==> src/rtl/imm_gen_pipe.sv <==
// RISC-V immediate generator behind a two-entry (output + skid) ready/valid stage.
// Each entry carries the instruction together with its decoded immediate and format.
module imm_gen_pipe #(
    parameter int XLEN   = 32,
    parameter bit EN_CSR = 1'b1,
    parameter int CNT_W  = 16
) (
    input  logic              clk,
    input  logic              rst_n,
    input  logic              in_valid,
    output logic              in_ready,
    input  logic [31:0]       in_inst,
    output logic              out_valid,
    input  logic              out_ready,
    output logic [31:0]       out_inst,
    output logic [XLEN-1:0]   out_imm,
    output logic [2:0]        out_fmt,
    output logic              out_illegal,
    input  logic              cnt_clr,
    output logic [CNT_W-1:0]  illegal_cnt
);

    localparam logic [2:0] FMT_I    = 3'd0;
    localparam logic [2:0] FMT_S    = 3'd1;
    localparam logic [2:0] FMT_B    = 3'd2;
    localparam logic [2:0] FMT_U    = 3'd3;
    localparam logic [2:0] FMT_J    = 3'd4;
    localparam logic [2:0] FMT_Z    = 3'd5;
    localparam logic [2:0] FMT_NONE = 3'd7;

    typedef struct packed {
        logic [31:0]     inst;
        logic [XLEN-1:0] imm;
        logic [2:0]      fmt;
        logic            ill;
    } entry_t;

    localparam entry_t ENTRY_RST = '{inst: '0, imm: '0, fmt: FMT_NONE, ill: 1'b0};

    logic [31:0] dec_imm32;
    logic [XLEN-1:0] dec_imm;
    logic [2:0] dec_fmt;
    logic dec_ill;
    entry_t dec_entry;

    entry_t out_q, out_d, skid_q, skid_d;
    logic out_valid_q, out_valid_d, skid_valid_q, skid_valid_d;
    logic [CNT_W-1:0] cnt_q, cnt_d;
    logic accept, drain;

    // The 32-bit immediate already has its sign bit at [31]; zimm stays below it.
    always_comb begin
        dec_imm32 = '0;
        dec_fmt   = FMT_NONE;
        dec_ill   = 1'b0;
        case (in_inst[6:0])
            7'b0000011, 7'b0010011, 7'b1100111: begin
                dec_imm32 = {{20{in_inst[31]}}, in_inst[31:20]};
                dec_fmt   = FMT_I;
            end
            7'b0011011: begin
                if (XLEN == 64) begin
                    dec_imm32 = {{20{in_inst[31]}}, in_inst[31:20]};
                    dec_fmt   = FMT_I;
                end else begin
                    dec_ill = 1'b1;
                end
            end
            7'b0111011: dec_ill = (XLEN != 64);
            7'b0100011: begin
                dec_imm32 = {{20{in_inst[31]}}, in_inst[31:25], in_inst[11:7]};
                dec_fmt   = FMT_S;
            end
            7'b1100011: begin
                dec_imm32 = {{19{in_inst[31]}}, in_inst[31], in_inst[7],
                             in_inst[30:25], in_inst[11:8], 1'b0};
                dec_fmt   = FMT_B;
            end
            7'b0110111, 7'b0010111: begin
                dec_imm32 = {in_inst[31:12], 12'b0};
                dec_fmt   = FMT_U;
            end
            7'b1101111: begin
                dec_imm32 = {{11{in_inst[31]}}, in_inst[31], in_inst[19:12],
                             in_inst[20], in_inst[30:21], 1'b0};
                dec_fmt   = FMT_J;
            end
            7'b1110011: begin
                if (EN_CSR && in_inst[14]) begin
                    dec_imm32 = {27'b0, in_inst[19:15]};
                    dec_fmt   = FMT_Z;
                end
            end
            7'b0110011, 7'b0001111: ;
            default: dec_ill = 1'b1;
        endcase
    end

    generate
        if (XLEN > 32) begin : g_sext
            assign dec_imm = {{(XLEN-32){dec_imm32[31]}}, dec_imm32};
        end else begin : g_nosext
            assign dec_imm = dec_imm32;
        end
    endgenerate

    assign dec_entry = '{inst: in_inst, imm: dec_imm, fmt: dec_fmt, ill: dec_ill};

    assign in_ready = !skid_valid_q;
    assign accept   = in_valid && in_ready;
    assign drain    = out_valid_q && out_ready;

    // Skid can only be occupied while the output register is, so refill from skid first.
    always_comb begin
        out_d        = out_q;
        out_valid_d  = out_valid_q;
        skid_d       = skid_q;
        skid_valid_d = skid_valid_q;
        if (!out_valid_q || drain) begin
            if (skid_valid_q) begin
                out_d        = skid_q;
                out_valid_d  = 1'b1;
                skid_valid_d = 1'b0;
            end else if (accept) begin
                out_d       = dec_entry;
                out_valid_d = 1'b1;
            end else begin
                out_valid_d = 1'b0;
            end
        end else if (accept) begin
            skid_d       = dec_entry;
            skid_valid_d = 1'b1;
        end
    end

    always_comb begin
        cnt_d = cnt_q;
        if (cnt_clr) begin
            cnt_d = (accept && dec_ill) ? CNT_W'(1) : '0;
        end else if (accept && dec_ill && (cnt_q != '1)) begin
            cnt_d = cnt_q + CNT_W'(1);
        end
    end

    always_ff @(posedge clk or negedge rst_n) begin
        if (!rst_n) begin
            out_q        <= ENTRY_RST;
            skid_q       <= ENTRY_RST;
            out_valid_q  <= 1'b0;
            skid_valid_q <= 1'b0;
            cnt_q        <= '0;
        end else begin
            out_q        <= out_d;
            skid_q       <= skid_d;
            out_valid_q  <= out_valid_d;
            skid_valid_q <= skid_valid_d;
            cnt_q        <= cnt_d;
        end
    end

    assign out_valid   = out_valid_q;
    assign out_inst    = out_q.inst;
    assign out_imm     = out_q.imm;
    assign out_fmt     = out_q.fmt;
    assign out_illegal = out_q.ill;
    assign illegal_cnt = cnt_q;

endmodule

==> config.mk <==
export PLATFORM = sky130hd
export DESIGN_NAME = imm_gen_pipe
export DESIGN_NICKNAME = d
export VERILOG_FILES = /design/src/rtl/imm_gen_pipe.sv
export SDC_FILE = /design/constraint.sdc
export NUM_CORES = 1
export LEC_CHECK = 0
export ABC_AREA = 1
export CAP_MARGIN = 40
export CORE_UTILIZATION = 35
export DETAILED_ROUTE_END_ITERATION = 12
export DONT_BUFFER_PORTS = 1
export HOLD_SLACK_MARGIN = 0.08
export SYNTH_ARGS = -nofsm -noshare
export SYNTH_HDL_FRONTEND = slang
export SYNTH_SLANG_ARGS = --single-unit
==> constraint.sdc <==
create_clock -name clk -period 1.7 [get_ports clk]
set_input_delay 0.34 -clock clk [delete_from_list [all_inputs] [get_ports clk]]
set_output_delay 0.34 -clock clk [all_outputs]
set_load 0.02 [all_outputs]
==> results of run 1 <==
## synth_stat cells, drive strengths merged (2+ instances only)
cell type	instances
a21oi	44
a31oi	52
buf	17
clkbuf	38
dfrtp	148
dfstp	6
inv	43
nand2	286
nand3	53
nand4	5
nor2	176
nor3	2
nor3b	2
o21ai	59
xnor2	3
xor2	9
## worst max-delay path, cell delays in order (launching register included)
cell	delay [ns]
dfrtp_2	0.44
buf_12	0.19
inv_6	0.10
buf_12	0.15
## cells by family (layout without fill, tap and decap cells)
group	Yosys count	count (layout)	share of synthesized area
flops	154	154	0.5207
fa+ha+maj	1	1	0.001687
buf+inv	99	156	0.05483
simple gates	525	525	0.2924
xor+xnor	12	12	0.01417
compound gates	156	156	0.1162
## metal layers
layer	wire length, µm	vias up
li1	-	3147
met1	8923	3028
met4	424	0
met3	1906	27
met2	9737	185
met5	0	-
## cell type report
| class | count | area (µm²) |
|---|---|---|
| Timing Repair Buffer | 81 | 855.8 |
| Multi-Input combinational cell | 694 | 3182 |
| Clock inverter | 9 | 115.1 |
| Inverter | 44 | 173.9 |
| Sequential cell | 154 | 3865 |
| Tap cell | 270 | 337.8 |
| Clock buffer | 22 | 474.2 |
| Fill cell | 2072 | 11490 |
## placed cells by master (no fill, tap or decap), types with 2 or more instances in the layout
| cell | count |
|---|---|
| buf_4 | 32 |
| nor2_4 | 4 |
| nand2_1 | 277 |
| nor3b_1 | 2 |
| clkbuf_1 | 2 |
| dlygate4sd3_1 | 36 |
| buf_6 | 2 |
| o21ai_2 | 4 |
| clkbuf_16 | 17 |
| dfrtp_2 | 3 |
| nor2_1 | 168 |
| inv_6 | 2 |
| clkinv_2 | 2 |
| o21ai_0 | 45 |
| nor2_2 | 3 |
| dfstp_2 | 6 |
| bufinv_16 | 2 |
| buf_12 | 10 |
| clkinv_4 | 3 |
| xor2_1 | 9 |
| a21oi_1 | 43 |
| clkinvlp_4 | 2 |
| xnor2_1 | 3 |
| a31oi_1 | 52 |
| nand3_2 | 2 |
| nand4_1 | 4 |
| inv_1 | 35 |
| nand2_2 | 6 |
| nand2_4 | 3 |
| clkbuf_8 | 3 |
| nand3_1 | 50 |
| dfrtp_1 | 145 |
| o21ai_1 | 10 |
| inv_2 | 5 |
## registers in the layout (all words and copies together) (netlist names)
register,flops
illegal_cnt,16
out_fmt,3
out_illegal,1
out_imm,32
out_inst,32
out_valid,1
skid_q,68
skid_valid_q,1
## metrics by stage
| step | setup WS (ns) | util |
|---|---|---|
| 5_1_grt | -0.01114 | 0.4393 |
| 6_report | 0.04581 | 0.4393 |
| 2_1_floorplan | 0.04407 | - |
| 3_5_place_dp | 0.06819 | 0.3882 |
| 4_1_cts | 0.007687 | 0.4370 |
| 3_3_place_gp | 0.09660 | 0.3882 |
## what timing repair did
action	CTS	global route
pin swaps	0	1
setup endpoints to repair	1	53
setup buffers	1	1
resized for setup	3	12
cloned	1	0
hold endpoints to repair	227	154
## power by group through the flow
stage / Clock, W / Sequential, W / Combinational, W
3_3_place_gp: 0 / 0.00510 / 0.00122
5_1_grt: 0.00402 / 0.00514 / 0.00156
2_1_floorplan: 0 / 0.00500 / 0.000930
4_1_cts: 0.00389 / 0.00506 / 0.00136
3_5_place_dp: 0 / 0.00512 / 0.00124
6_report: 0.00381 / 0.00506 / 0.00135
## worst max-delay path by stage
| stage | to | depth (start not counted) | slack, ns |
|---|---|---|---|
| 6_report | in_ready | 3 | 0.05 |
| 5_1_grt | out_imm[0] | 10 | -0.01 |
| 4_1_cts | in_ready | 3 | 0.008 |
| 3_5_place_dp | skid_q[3] | 7 | 0.07 |
| 3_3_place_gp | out_imm[28] | 9 | 0.1 |
| 2_1_floorplan | illegal_cnt[6] | 9 | 0.04 |
==> run summary, run 1 <==
share of synthesized registers carrying an async set or reset: 1.000
failing checks: hold timing
# nets final: 1030
reg2reg setup slack: 0.19 ns
Worst Setup SP: skid_valid_q
flops & latches, synth: 154
Worst R2R Path Depth: 7
met3 GRT Util: 0.06451
final hold viol count: 154
Worst Tran Pin Value: 0.6024 ns
kind of critical path: reg -> out
H-tree levels: 4
insertion delay to the later sink of the worst-skew pair: 0.42 ns
Synth cell types: 35
first-pass GRT wire length: 34.44 mm
r2r endpoint: out_imm[31]
worst hold slack: -0.3874 ns
Syn. warnings: 0
Post-Syn Instances: 947
design area: 0.009004 mm²
first-pass detailed-route iteration total: 8
Reg power frac: 0.495
RSZ-0062 raised after global routing: yes
status: finished with violations
Rel. slew slack: 0.5971
Cells after DPL: 1204
final antenna-violating net count: 0
Synth top area share: 0.4994
part of the power in combinational logic: 0.132
via count: 6387
pwr dens: 1134 mW/mm²
max-cap violations: 0
initial drt markers: 424
Syn Nets: 985
worst min path class: in -> async
Synth area leader: dfrtp_1
PortBufs: 0
final wirelength: 20.99 mm
CP Capture Type: output port
Worst Path Required: 1.36 ns
met2 Usage GRT: 0.3219
fmax: 604.5 MHz
DRC Markers: 0
Slew Viols, Final: 0
Post-Layout Cell Count: 1274
layout cell share with drive strength beyond 1: 0.1195
Reg-to-Reg Start: skid_valid_q
NetSw: 0.003090 W
GRT Util Overall: 0.2023
Die ar.: 0.02177 mm²
largest net degree at the start of global routing: 155
GR Layer Usage met1: 0.2581
largest cells by area after synthesis: dfrtp_1 (50%), nand2_1 (14%), nor2_1 (8.7%), a31oi_1 (4.4%), nand3_1 (3.4%)
# IOs: 123
worst-path fanout max: 32
Startpoint Class: register
Setup TNS: 0 ns
clock sinks: 154
chip width: 147.6 µm
via count of the first global-routing pass: 6365
Final Cycle Share: 0.9731
P_leak: 4.276 nW
area growth from synthesis to layout: 21.41%
setup violators final: 0
switching part of the total: 0.3026
WL/cell: 16.48 µm
Hold-fix buffers, CTS: 36
RePlAce Congestion: 0.8281
Top Usage Layer GRT: met2
register area share after synthesis: 0.5207
internal power: 0.007123 W
mean area per synthesized cell: 7.831 µm²
initial core utilization: 0.3618
crit path time final: 1.654 ns
main flop type after synthesis: dfrtp_1
dpl hpwl: 13.31 mm
Die H: 147.6 µm
total power: 0.01021 W
clock buffer depth: 2
FP Rows: 52
Clk network pwr share: 0.373
initial antenna violation count: 0
EDFF count, synth: 0
CTS buffer count: 17
Root Buffer: clkbuf_16
clock-pin slew on the worst setup and hold paths: 0.06 ns
Mapped Area: 0.007416 mm²
n_diodes: 0
CTS tree: built
total grt overflow: 0
Area after DPL: 0.007956 mm²
Core Area: 0.02049 mm²
Avg Vias per Cell: 5.013
Peak VDD IR: 0.0007642 V
Final Skew: 0.007612 ns
worst path arrival time: 1.31 ns
Note: power is estimated with default switching activity, not from simulation.
==> inputs of run 2 (changes only) <==
--- a/config.mk
+++ b/config.mk
@@ -9,7 +9,6 @@
 export CAP_MARGIN = 40
 export CORE_UTILIZATION = 35
 export DETAILED_ROUTE_END_ITERATION = 12
-export DONT_BUFFER_PORTS = 1
 export HOLD_SLACK_MARGIN = 0.08
 export SYNTH_ARGS = -nofsm -noshare
 export SYNTH_HDL_FRONTEND = slang
==> run 2 against run 1 <==
Compared with the run above: the flow now finishes without violations; routed wire length up 3.3%; core utilization up 6.4 points; worst setup slack better by 0.0043 ns; register-to-register slack worse by 0.08 ns; flip-flop and latch count unchanged; total power up 6.0%; critical endpoint is now out_fmt[2]; clock power about the same; cell area up 15%; clock-buffer cell count down 2; clock skew up 0.0029 ns.
==> run summary, run 2 (synthesized netlist as in run 1, its figures left out) <==
status: finished clean
Clk network pwr share: 0.354
Largest Register: skid_q
slowest stage delay, CP: 0.55 ns
commonest non-fill, non-tap cell in the layout: nand2_1
total power: 0.01083 W
via count: 6866
internal power: 0.007490 W
Rel. slew slack: 0.6213
Core Area: 0.02049 mm²
insertion delay to the later sink of the worst-skew pair: 0.43 ns
H-tree levels: 4
PortBufs: 122
kind of critical path: reg -> out
total grt overflow: 0
Setup TNS: 0 ns
RSZ-0062 raised after global routing: no
max FFs per register: 68
Area after DPL: 0.009552 mm²
n_diodes: 0
most frequent cells in the layout: nand2_1 (276), nor2_1 (163), dfrtp_1 (145), dlygate4sd2_1 (83), buf_4 (64)
Slowest-stage cell, CP: dfstp_2
dpl hpwl: 14.55 mm
Final Cycle Share: 0.9705
GRT Util Overall: 0.2028
clock buffer depth: 2
Reg power frac: 0.426
via count of the first global-routing pass: 6474
initial drt markers: 428
initial core utilization: 0.3618
WL/cell: 15.43 µm
# IOs: 123
chip width: 147.6 µm
# nets final: 1160
Peak VDD IR: 0.0007071 V
Fillers: 2011
pwr dens: 1049 mW/mm²
clock sinks: 154
Die H: 147.6 µm
final hold viol count: 0
setup violators final: 0
Cells after DPL: 1364
Die ar.: 0.02177 mm²
worst path arrival time: 1.31 ns
final antenna-violating net count: 0
switching part of the total: 0.3081
CP bufs+invs: 1
initial antenna violation count: 0
Post-Layout Cell Count: 1405
largest net degree at the start of global routing: 74
Worst Path Required: 1.36 ns
NetSw: 0.003336 W
worst-path fanout max: 2
CP Capture Type: output port
max-cap violations: 0
P_leak: 5.112 nW
Worst Tran Pin Value: 0.5681 ns
area growth from synthesis to layout: 39.21%
DRC Markers: 0
Root Buffer: clkbuf_16
CTS buffer count: 17
Final Skew: 0.01048 ns
fmax: 606.1 MHz
clock-pin slew on the worst setup and hold paths: 0.06 ns
layout cell share with drive strength beyond 1: 0.1630
FP Rows: 52
RePlAce Congestion: 0.8750
Avg Vias per Cell: 4.887
CP delay by family, top: flip-flops
Slew Viols, Final: 0
design area: 0.01032 mm²
part of the power in combinational logic: 0.220
CTS tree: built
CP cell instances: dlygate4sd2_1
final wirelength: 21.68 mm
first-pass GRT wire length: 34.44 mm
crit path time final: 1.650 ns
first-pass detailed-route iteration total: 5
worst min path class: in -> reg
Startpoint Class: register
[run 2: cell types whose count changed in the layout (fill, tap and decap cells not counted), moves of 3 or more]
cell	change
dlygate4sd3_1	-35
buf_4	+32
a31oi_2	+4
dlymetal6s2s_1	+7
dlygate4sd2_1	+83
a31oi_1	-7
buf_12	+7
nor2_2	+4
a31oi_4	+3
inv_2	+4
nor2_1	-5
clkdlybuf4s50_1	+28
[run 2: final timing paths]
kind,slack (ns),to,cells after the start,startpoint
worst min register to register,0.47,out_imm[17],2,out_imm[17]
worst max-delay path,0.05,out_fmt[2],1,out_fmt[2]
worst max register to register,0.11,illegal_cnt[8],8,illegal_cnt[1]
min in group asynchronous,0.40,out_inst[8],2,rst_n
max in group asynchronous,0.70,skid_q[2],3,rst_n
worst min-delay path,0.28,out_inst[3],3,in_inst[3]
[run 2: stage by stage]
stage / setup WS [ns] / utilization / hold slack (ns)
2_1_floorplan: 0.04407 / - / 0.04441
3_3_place_gp: -0.4720 / 0.4661 / 0.2800
3_5_place_dp: -0.4879 / 0.4661 / 0.2747
4_1_cts: 0.005981 / 0.4910 / 0.4059
5_1_grt: 0.004381 / 0.5037 / 0.2836
6_report: 0.05011 / 0.5037 / 0.2796
[run 2: what timing repair did]
action,CTS,global route
hold buffers,1,0
cloned,0,4
buffers inserted,0,4
pin swaps,0,6
gates resized for setup,89,38
endpoints found under the hold margin,31,0
setup endpoints to repair,95,68
[run 2: cell type report]
type / instances / area [µm²] / area share
Clock inverter: 12 / 138.9 / 0.01345
Multi-Input combinational cell: 694 / 3302 / 0.3198
Sequential cell: 154 / 3865 / 0.3744
Clock buffer: 20 / 456.7 / 0.04424
Tap cell: 270 / 337.8 / 0.03272
Inverter: 44 / 167.7 / 0.01624
Timing Repair Buffer: 211 / 2056 / 0.1991
[run 2: power by group through the flow]
stage	registers [W]	clock network [W]	logic (W)
after global placement	0.00467	0	0.00254
after floorplan	0.00500	0	0.000930
final	0.00461	0.00383	0.00239
after detailed placement	0.00469	0	0.00256
after global routing	0.00468	0.00406	0.00264
after CTS	0.00461	0.00392	0.00235
[run 2: routing by layer]
metal  GRT usage  wire length, µm  vias to the layer above
met2      0.3233            10140                      167
li1            -                -                     3422
met4     0.05670              303                        0
met1      0.2801            10160                     3257
met3     0.04012             1071                       20
met5           0                0                        -
[run 2: worst reg2reg max path: cells and delay by family, from the launching register on]
| kind | cells | cell delay, ns |
|---|---|---|
| AND/OR/NAND/NOR | 6 | 0.76 |
| flip-flops | 1 | 0.36 |
| adder cells (fa/ha/maj) | 1 | 0.21 |
| buffers and inverters | 1 | 0.19 |
